--- config.mk ---
export PLATFORM = sky130hd
export DESIGN_NAME = stream_mux_arb
export DESIGN_NICKNAME = d
export VERILOG_FILES = /design/src/rtl/stream_mux_arb.sv
export SDC_FILE = /design/constraint.sdc
export NUM_CORES = 1
export LEC_CHECK = 0
export BUFFER_PORTS_ARGS = -buffer_cell sky130_fd_sc_hd__buf_2
export CAP_MARGIN = 20
export CORE_MARGIN = 2
export CORE_UTILIZATION = 44
export DETAILED_ROUTE_END_ITERATION = 7
export PLACE_DENSITY_LB_ADDON = 0.05
export SKIP_CTS_REPAIR_TIMING = 1
export SKIP_LAST_GASP = 1
export SYNTH_ARGS = -nofsm -noshare
export SYNTH_HDL_FRONTEND = slang
export SYNTH_SLANG_ARGS = --single-unit
--- constraint.sdc ---
create_clock -name clk -period 3.6 [get_ports clk]
set_input_delay 0.18 -clock clk [delete_from_list [all_inputs] [get_ports clk]]
set_output_delay 0.18 -clock clk [all_outputs]
set_load 0.02 [all_outputs]
--- src/rtl/stream_mux_arb.sv ---
// rtl/stream_mux_arb.sv - N-channel valid/ready stream mux with internal arbiter and registered output
//
// Purpose: selects one of N requesters per beat (round-robin or fixed priority),
// holds the selection for the whole packet (until in_last), and registers the
// chosen beat toward a single shared consumer.
//
// Ports:
//   clk        rising-edge clock
//   rst_n      asynchronous active-low reset
//   in_valid   [N]        per-channel beat valid
//   in_ready   [N]        per-channel beat accepted (combinational, one-hot or zero)
//   in_data    [N*WIDTH]  channel i at [i*WIDTH +: WIDTH]
//   in_last    [N]        per-channel end-of-packet flag
//   out_valid             registered output beat valid
//   out_ready             consumer accepts the output beat
//   out_data   [WIDTH]    registered data
//   out_last              registered last flag
//   out_sel    [SELW]     channel that sourced the current output beat

module stream_mux_arb #(
  parameter int WIDTH = 32,
  parameter int N     = 4,
  parameter int MODE  = 0,
  localparam int SELW = (N > 1) ? $clog2(N) : 1
) (
  input  logic                 clk,
  input  logic                 rst_n,
  input  logic [N-1:0]         in_valid,
  output logic [N-1:0]         in_ready,
  input  logic [N*WIDTH-1:0]   in_data,
  input  logic [N-1:0]         in_last,
  output logic                 out_valid,
  input  logic                 out_ready,
  output logic [WIDTH-1:0]     out_data,
  output logic                 out_last,
  output logic [SELW-1:0]      out_sel
);

  typedef enum logic {
    IDLE = 1'b0,
    LOCK = 1'b1
  } state_t;

  state_t            state_q, state_d;
  logic [SELW-1:0]   lock_ch_q, lock_ch_d;
  logic [SELW-1:0]   ptr_q, ptr_d;
  logic              out_valid_q, out_valid_d;
  logic [WIDTH-1:0]  out_data_q, out_data_d;
  logic              out_last_q, out_last_d;
  logic [SELW-1:0]   out_sel_q, out_sel_d;

  logic [SELW-1:0]   g;
  logic              grant_exists;
  logic              load_en;
  logic              accept;
  logic [SELW-1:0]   idx_sel;
  int                idx;

  // The output register can take a new beat when empty or draining this cycle.
  assign load_en = !out_valid_q | out_ready;

  // Grant search. Loops run from the lowest-priority candidate down to the
  // highest so the last hit written is the winner, avoiding a found flag.
  always_comb begin
    g            = '0;
    grant_exists = 1'b0;
    idx          = 0;
    idx_sel      = '0;
    if (state_q == LOCK) begin
      g            = lock_ch_q;
      grant_exists = 1'b1;
    end else if (MODE == 1) begin
      for (int i = N - 1; i >= 0; i--) begin
        idx_sel = SELW'(i);
        if (in_valid[idx_sel]) begin
          g            = idx_sel;
          grant_exists = 1'b1;
        end
      end
    end else begin
      for (int k = N - 1; k >= 0; k--) begin
        idx = int'(ptr_q) + k;
        if (idx >= N) idx = idx - N;
        idx_sel = SELW'(idx);
        if (in_valid[idx_sel]) begin
          g            = idx_sel;
          grant_exists = 1'b1;
        end
      end
    end
  end

  // Ready goes to the granted channel only; held low throughout reset.
  always_comb begin
    in_ready = '0;
    if (rst_n && grant_exists && load_en) in_ready[g] = 1'b1;
  end

  assign accept = |(in_valid & in_ready);

  always_comb begin
    state_d     = state_q;
    lock_ch_d   = lock_ch_q;
    ptr_d       = ptr_q;
    out_valid_d = out_valid_q;
    out_data_d  = out_data_q;
    out_last_d  = out_last_q;
    out_sel_d   = out_sel_q;
    if (accept) begin
      out_valid_d = 1'b1;
      out_data_d  = in_data[int'(g)*WIDTH +: WIDTH];
      out_last_d  = in_last[g];
      out_sel_d   = g;
      if (in_last[g]) begin
        state_d = IDLE;
        // Pointer moves only at packet boundaries; explicit wrap handles non-power-of-two N.
        if (MODE == 0) ptr_d = (int'(g) == N - 1) ? '0 : SELW'(int'(g) + 1);
      end else begin
        state_d   = LOCK;
        lock_ch_d = g;
      end
    end else if (out_ready) begin
      out_valid_d = 1'b0;
    end
  end

  always_ff @(posedge clk or negedge rst_n) begin
    if (!rst_n) begin
      state_q     <= IDLE;
      lock_ch_q   <= '0;
      ptr_q       <= '0;
      out_valid_q <= 1'b0;
      out_data_q  <= '0;
      out_last_q  <= 1'b0;
      out_sel_q   <= '0;
    end else begin
      state_q     <= state_d;
      lock_ch_q   <= lock_ch_d;
      ptr_q       <= ptr_d;
      out_valid_q <= out_valid_d;
      out_data_q  <= out_data_d;
      out_last_q  <= out_last_d;
      out_sel_q   <= out_sel_d;
    end
  end

  assign out_valid = out_valid_q;
  assign out_data  = out_data_q;
  assign out_last  = out_last_q;
  assign out_sel   = out_sel_q;

endmodule
* Word level (Yosys, flattened, before mapping)
Index checks and enable logic that the tools add are counted.
Storage, ports and cells: flip-flop bits (word level) 41
Operators by class: muxes and demuxes 35, bitwise gates (word level) 3, shift-type cells 1, magnitude comparators 10, equal/unequal tests 1, add/sub/neg operators 8, reduce and logical (&&, ||, !) cells 8
Operator list (count):
- indexed part select 128 x 8 -> 32 bit | 1
- two-way mux 2 bit | 14
- < comparator 2 x 3 -> 1 bit (second input constant) | 5
- two-way mux 1 bit | 14
- binary-select mux 1 bit (select 2 bit) | 5
- >= comparator 3 bit (second input constant) | 3
- subtractor 2 x 1 -> 2 bit (second input constant) | 4
- adder 2 x 2 -> 3 bit (second input constant) | 2
- bitwise AND 4 bit | 1
- two-way mux 4 bit | 1
- AND reduction 2 bit | 2
- OR reduction 4 bit | 1
- adder 2 x 1 -> 3 bit (second input constant) | 1
- >= comparator 2 x 3 -> 1 bit (second input constant) | 1
- logical AND 1 bit | 3
- adder 2 x 1 -> 2 bit (second input constant) | 1
- demux 1 bit (select 2 bit) | 1
- == test 2 x 1 -> 1 bit (second input constant) | 1
- >= comparator 2 x 1 -> 1 bit (second input constant) | 1
- nonzero test 2 bit | 1
- logical NOT 1 bit | 1
- inverter 1 bit | 1
- bitwise OR 1 bit | 1

* Longest topological paths before layout
word-level depth 19, depth in mapped cells 15, gate-level depth less buffers 11

* Worst setup path after synthesis
OpenSTA, ideal clock, no wires.
path type flip-flop to flip-flop, from register state_q, to register lock_ch_q[0], library setup time 125 ps, stages on the path, launching flop included 14, path slack 746 ps, path buffers 3, arrival 2728 ps, cells stage by stage dfrtp_1 -> buf_2 -> a21oi_1 -> a21boi_2 -> or2b_1 -> inv_1 -> buf_2 -> ha_1 -> and2_1 -> a41o_1 -> o21ai_1 -> buf_4 -> nand2b_2 -> mux2_4
On the way: cells in the longest elaborated chain, start to end 9, elaborated cells between the ends (all ways) 16, classes of those cells order compare (2); mux (7); bitwise (2); reduce/logical (5)
Ends and longest elaborated chain:
- start, declared | RTL line 44 | state_t state_q, state_d;
- start signal, assigned | RTL line 137 | state_q <= state_d;
- two-way mux 2 bit | RTL line 69 | if (state_q == LOCK) begin
- < comparator 2 x 3 -> 1 bit (implied by the code) or >= comparator 2 x 1 -> 1 bit (tied branches) | RTL line 96 | if (rst_n && grant_exists && load_en) in_ready[g] = 1'b1;
- logical AND 1 bit (implied by the code) | RTL line 96
- two-way mux 1 bit (implied by the code) | RTL line 96
- demux 1 bit (select 2 bit) | RTL line 96
- two-way mux 4 bit | RTL line 96
- bitwise AND 4 bit | RTL line 99 | assign accept = |(in_valid & in_ready);
- OR reduction 4 bit | RTL line 99
- AND reduction 2 bit (no source line)
- end signal, assigned | RTL line 138 | lock_ch_q <= lock_ch_d;
- end, declared | RTL line 45 | logic [SELW-1:0] lock_ch_q, lock_ch_d;
Several ways; a longest one is shown, not always the timed one. The select of a mux whose other input is x is not followed. A chain may end at the register's enable or synchronous reset.

* Worst setup path after layout
from register ptr_q[1], to register lock_ch_q[1]
On the way: cells in the longest elaborated chain, start to end 19, elaborated cells between the ends (all ways) 51, classes of those cells add/sub (7); order compare (6); mux (31); bitwise (2); reduce/logical (5)
Ends and longest elaborated chain:
- start, declared | RTL line 46 | logic [SELW-1:0] ptr_q, ptr_d;
- start signal, assigned | RTL line 139 | ptr_q <= ptr_d;
- adder 2 x 2 -> 3 bit | RTL line 82 | idx = int'(ptr_q) + k;
- >= comparator 3 bit or subtractor 2 x 1 -> 2 bit (tied branches) | RTL line 83 | if (idx >= N) idx = idx - N;
- two-way mux 2 bit | RTL line 83
- two-way mux 2 bit | RTL line 69
- binary-select mux 1 bit (select 2 bit) | RTL line 85 | if (in_valid[idx_sel]) begin
- two-way mux 1 bit (implied by the code) | RTL line 85
- two-way mux 2 bit (4 in a row) | RTL line 85
- two-way mux 2 bit | RTL line 69
- < comparator 2 x 3 -> 1 bit (implied by the code) or >= comparator 2 x 1 -> 1 bit (tied branches) | RTL line 96
- logical AND 1 bit (implied by the code) | RTL line 96
- two-way mux 1 bit (implied by the code) | RTL line 96
- demux 1 bit (select 2 bit) | RTL line 96
- two-way mux 4 bit | RTL line 96
- bitwise AND 4 bit | RTL line 99
- OR reduction 4 bit | RTL line 99
- AND reduction 2 bit (no source line)
Several ways; a longest one is shown, not always the timed one. The select of a mux whose other input is x is not followed.

==> results summary <==
The via density per instance is 4.99. The measured slew at the worst slew-check pin came out at 1050 ps. The area added between synthesis and finish is 33.8%. The pre-CTS setup slack came out at 634 ps. The combinational group share of total power is 67.1%. For the worst flop-to-flop path, the logic depth is 11. In this run the tightest slew margin relative to its limit is 30.2%. Per report_power, the sequential group accounts for 24.2% of the total. The height of the die is 85.2 um. The global-route wire length before repair came out at 11900 um. The total number of vias came out at 2636. The mean instance size in the synthesized netlist is 10.3 um^2. The final worst hold slack came out at -15.3 ps. The clock buffer count from CTS came out at 5.

Once layout is done, the placed cells without fillers occupy 3880 um^2. The accumulated negative setup slack came out at 0 ps. The die area is 7250 um^2. Dividing total power by cell area gives a power density of 868 nW/um^2. The maximum number of pins on one net before global-route repair came out at 68. The type of the worst setup path is flip-flop to flip-flop. The routed length per instance is 13.7 um. The static leakage is 2.14 nW. The worst register-to-register path ends at lock_ch_q[1].

The instance count of the mapped netlist is 282. The portion of total power attributed to the clock network is 8.7%. The H-tree was split into 2 levels.

The routed wire length came out at 7250 um. TritonCTS built the clock tree. The tightest min-delay check is of the input pin to async pin type.

The fraction of layout cells with a size suffix above 1 came out at 51.0%. The number of buffer cells added on primary ports came out at 178. The initial utilization of the core area, before any placement, comes to 45.7%.

The antenna violation net count after detailed routing came out at 0. The kind of end point of the critical path is a flip-flop. The post-synthesis cell type count is 43.

The sequential share of the synthesized area is 35.4%. The worst setup skew after layout is 6.66 ps. Dividing the final minimum period by the clock period gives 82.9%. The number of detailed-route iterations in the first pass came out at 4.

Along the worst path, the maximum fanout reaches 18. The register bit total from synthesis came out at 41. The minimum period implied by the final worst setup slack came out at 2980 ps. The maximum clock path buffer count is 2. Across every metal layer, demand over resource in global routing totals 20.0%. STA classifies the critical path startpoint as a flip-flop. The floorplan step defined a core boundary enclosing 6350 um^2. For this run, the post-layout net count is 591. The half-perimeter wire length of the detailed placement result is 5610 um. The number of antenna violations at the first check in global routing came to 0. The number of max-capacitance violations reported is 0. The hold violation count in the final report is 41. For the worst-skew pair, the clock arrives at the later sink with an insertion delay of 280 ps. The congestion estimate from routability-driven global placement came to 0.846. The die is 85.2 um wide. The synthesized net count came out at 422. The net switching power is 1.49 mW. The endpoint required time on the critical path is 3770 ps.

The total cell area at the placement stage is 3790 um^2. In this run switching power makes up 44.4% of total power. The detailed router finished its first iteration with 78 violations.

The internal power of the cells totals 1.87 mW. Setup repair after global routing left no endpoint under its margin. In this run the core area contains 29 standard-cell rows. CTS placed an instance of clkbuf_8 at the clock tree root.

The number of global-route vias before repair is 2639. Derived from the worst setup path, the maximum achievable clock frequency is 335 MHz. The number of clock sinks seen by CTS is 41. STA puts the critical path data arrival time at 3150 ps. The worst path setup slack after routing came out at 615 ps.

The Yosys warning count is 0. The post-CTS clock slew at the launch and capture registers of the worst setup and hold paths came out at 80 ps. In the routed design, unresolved DRC markers number 0. Setup violations remaining at the end of the flow were counted as 0. The post-synth design cell area is 2900 um^2. The flop-to-flop setup slack came out at 620 ps. The worst ir drop on vdd came out at 0.000602 V. The total global routing overflow came out at 0. The checks that failed: hold timing. The repair_antennas step left the layout with diodes totalling 0. The launching point of the worst reg2reg path is ptr_q[1]. The number of slew-limit violations in the final report came to 0. The flow ran to the end, but the final reports show violations. During I/O placement, the number of pins put on the boundary was 179.
metrics by stage:
stage | power [mW] | hold WS, ps | std cells | utilization (%)
after floorplan | 2.65 | -116 | 282 | -
after global placement | 3.08 | 302 | 521 | 59.7
after detailed placement | 3.12 | 302 | 521 | 59.7
after CTS | 3.42 | -7.24 | 528 | 61.1
after global routing | 3.66 | 25.1 | 528 | 61.1
final | 3.36 | -15.3 | 528 | 61.1
sequential cells by signal, summed over array words and instances (netlist names):
| register | cells |
|---|---|
| lock_ch_q | 2 |
| out_data | 32 |
| out_last | 1 |
| out_sel | 2 |
| out_valid | 1 |
| ptr_q | 2 |
| state_q | 1 |
Yosys cell counts (all sizes together):
cell type | instances | area, um^2
nand2 | 36 | 143
inv | 5 | 18.8
nor3b | 2 | 15.0
a311oi | 1 | 26.3
o211a | 1 | 10.0
a211oi | 1 | 7.51
a21oi | 5 | 25.0
a41o | 1 | 10.0
nor3 | 3 | 15.0
a21o | 1 | 7.51
or2b | 1 | 7.51
clkbuf | 1 | 7.51
mux2i | 65 | 651
nand4 | 1 | 6.26
nand3 | 1 | 5.00
a21boi | 2 | 18.8
a22oi | 1 | 7.51
o31a | 1 | 8.76
nor2 | 3 | 11.3
and3b | 1 | 8.76
buf | 19 | 141
dfrtp | 41 | 1030
ha | 1 | 12.5
o21ai | 39 | 195
o21a | 1 | 7.51
o221ai | 1 | 15.0
o31ai | 1 | 7.51
nor2b | 1 | 6.26
o211ai | 1 | 7.51
o41ai | 1 | 8.76
and2 | 2 | 12.5
mux2 | 35 | 405
or4 | 1 | 7.51
nand2b | 4 | 27.5
a22o | 1 | 8.76
kinds of logic (layout without fill, tap and decap cells):
family | count (synthesis) | count (layout) | share of synthesized area [%]
mux | 100 | 100 | 36.4
compound gates | 59 | 59 | 12.8
simple gates | 56 | 56 | 9.15
flops | 41 | 41 | 35.4
buf+inv | 25 | 194 | 5.78
fa+ha+maj | 1 | 1 | 0.432
worst max-delay path, stage by stage, from the launching register on:
cell      delay (ps)
dfrtp_1          460
and3b_1          220
a211oi_1         210
o221ai_2         210
nand2_4          100
inv_1             80
ha_1             220
and2_1           170
a41o_1           240
o21ai_4          410
nand2b_2         240
mux2_4           300
power groups by stage:
stage	clock network [mW]	registers, mW	logic [mW]
after floorplan	0	1.04	1.61
after global routing	0.322	0.852	2.48
after detailed placement	0	0.820	2.30
after global placement	0	0.817	2.26
after CTS	0.303	0.817	2.30
final	0.292	0.815	2.26
worst max-delay path by stage:
stage / end / slack [ps] / startpoint
CTS: lock_ch_q[1] / 610 / ptr_q[1]
floorplan: lock_ch_q[0] / 750 / state_q
finish: lock_ch_q[1] / 620 / ptr_q[1]
detailed placement: lock_ch_q[1] / 630 / ptr_q[1]
global placement: lock_ch_q[0] / 720 / ptr_q[1]
global route: lock_ch_q[1] / 430 / ptr_q[1]
layout make-up:
class	count	area (um^2)
fillers	582	2470
inverters	5	18.8
multi-input cells	216	1720
flip-flops and latches	41	1030
repair buffers	182	933
well taps	77	96.3
clock buffers	7	86.3
layer usage:
| layer | wire length (um) | track usage, % | vias to the layer above |
|---|---|---|---|
| met3 | 607 | 4.47 | 7 |
| met2 | 3580 | 35.7 | 114 |
| met4 | 74 | 4.04 | 0 |
| met5 | 0 | 0 | - |
| met1 | 2990 | 24.8 | 1164 |
| li1 | - | - | 1351 |
layout by cell type, fill, tap and decap left out, types with 2 or more instances in the layout:
cell	n
o21ai_1	34
nand2b_1	3
o21ai_0	4
nor3_1	3
mux2i_1	65
nor3b_1	2
nor2_1	3
inv_1	5
a21oi_1	5
and2_1	2
nand2_1	35
mux2_4	3
dfrtp_1	41
clkbuf_8	6
mux2_2	32
buf_4	3
buf_2	178
Power figures use the tool's default switching activity.
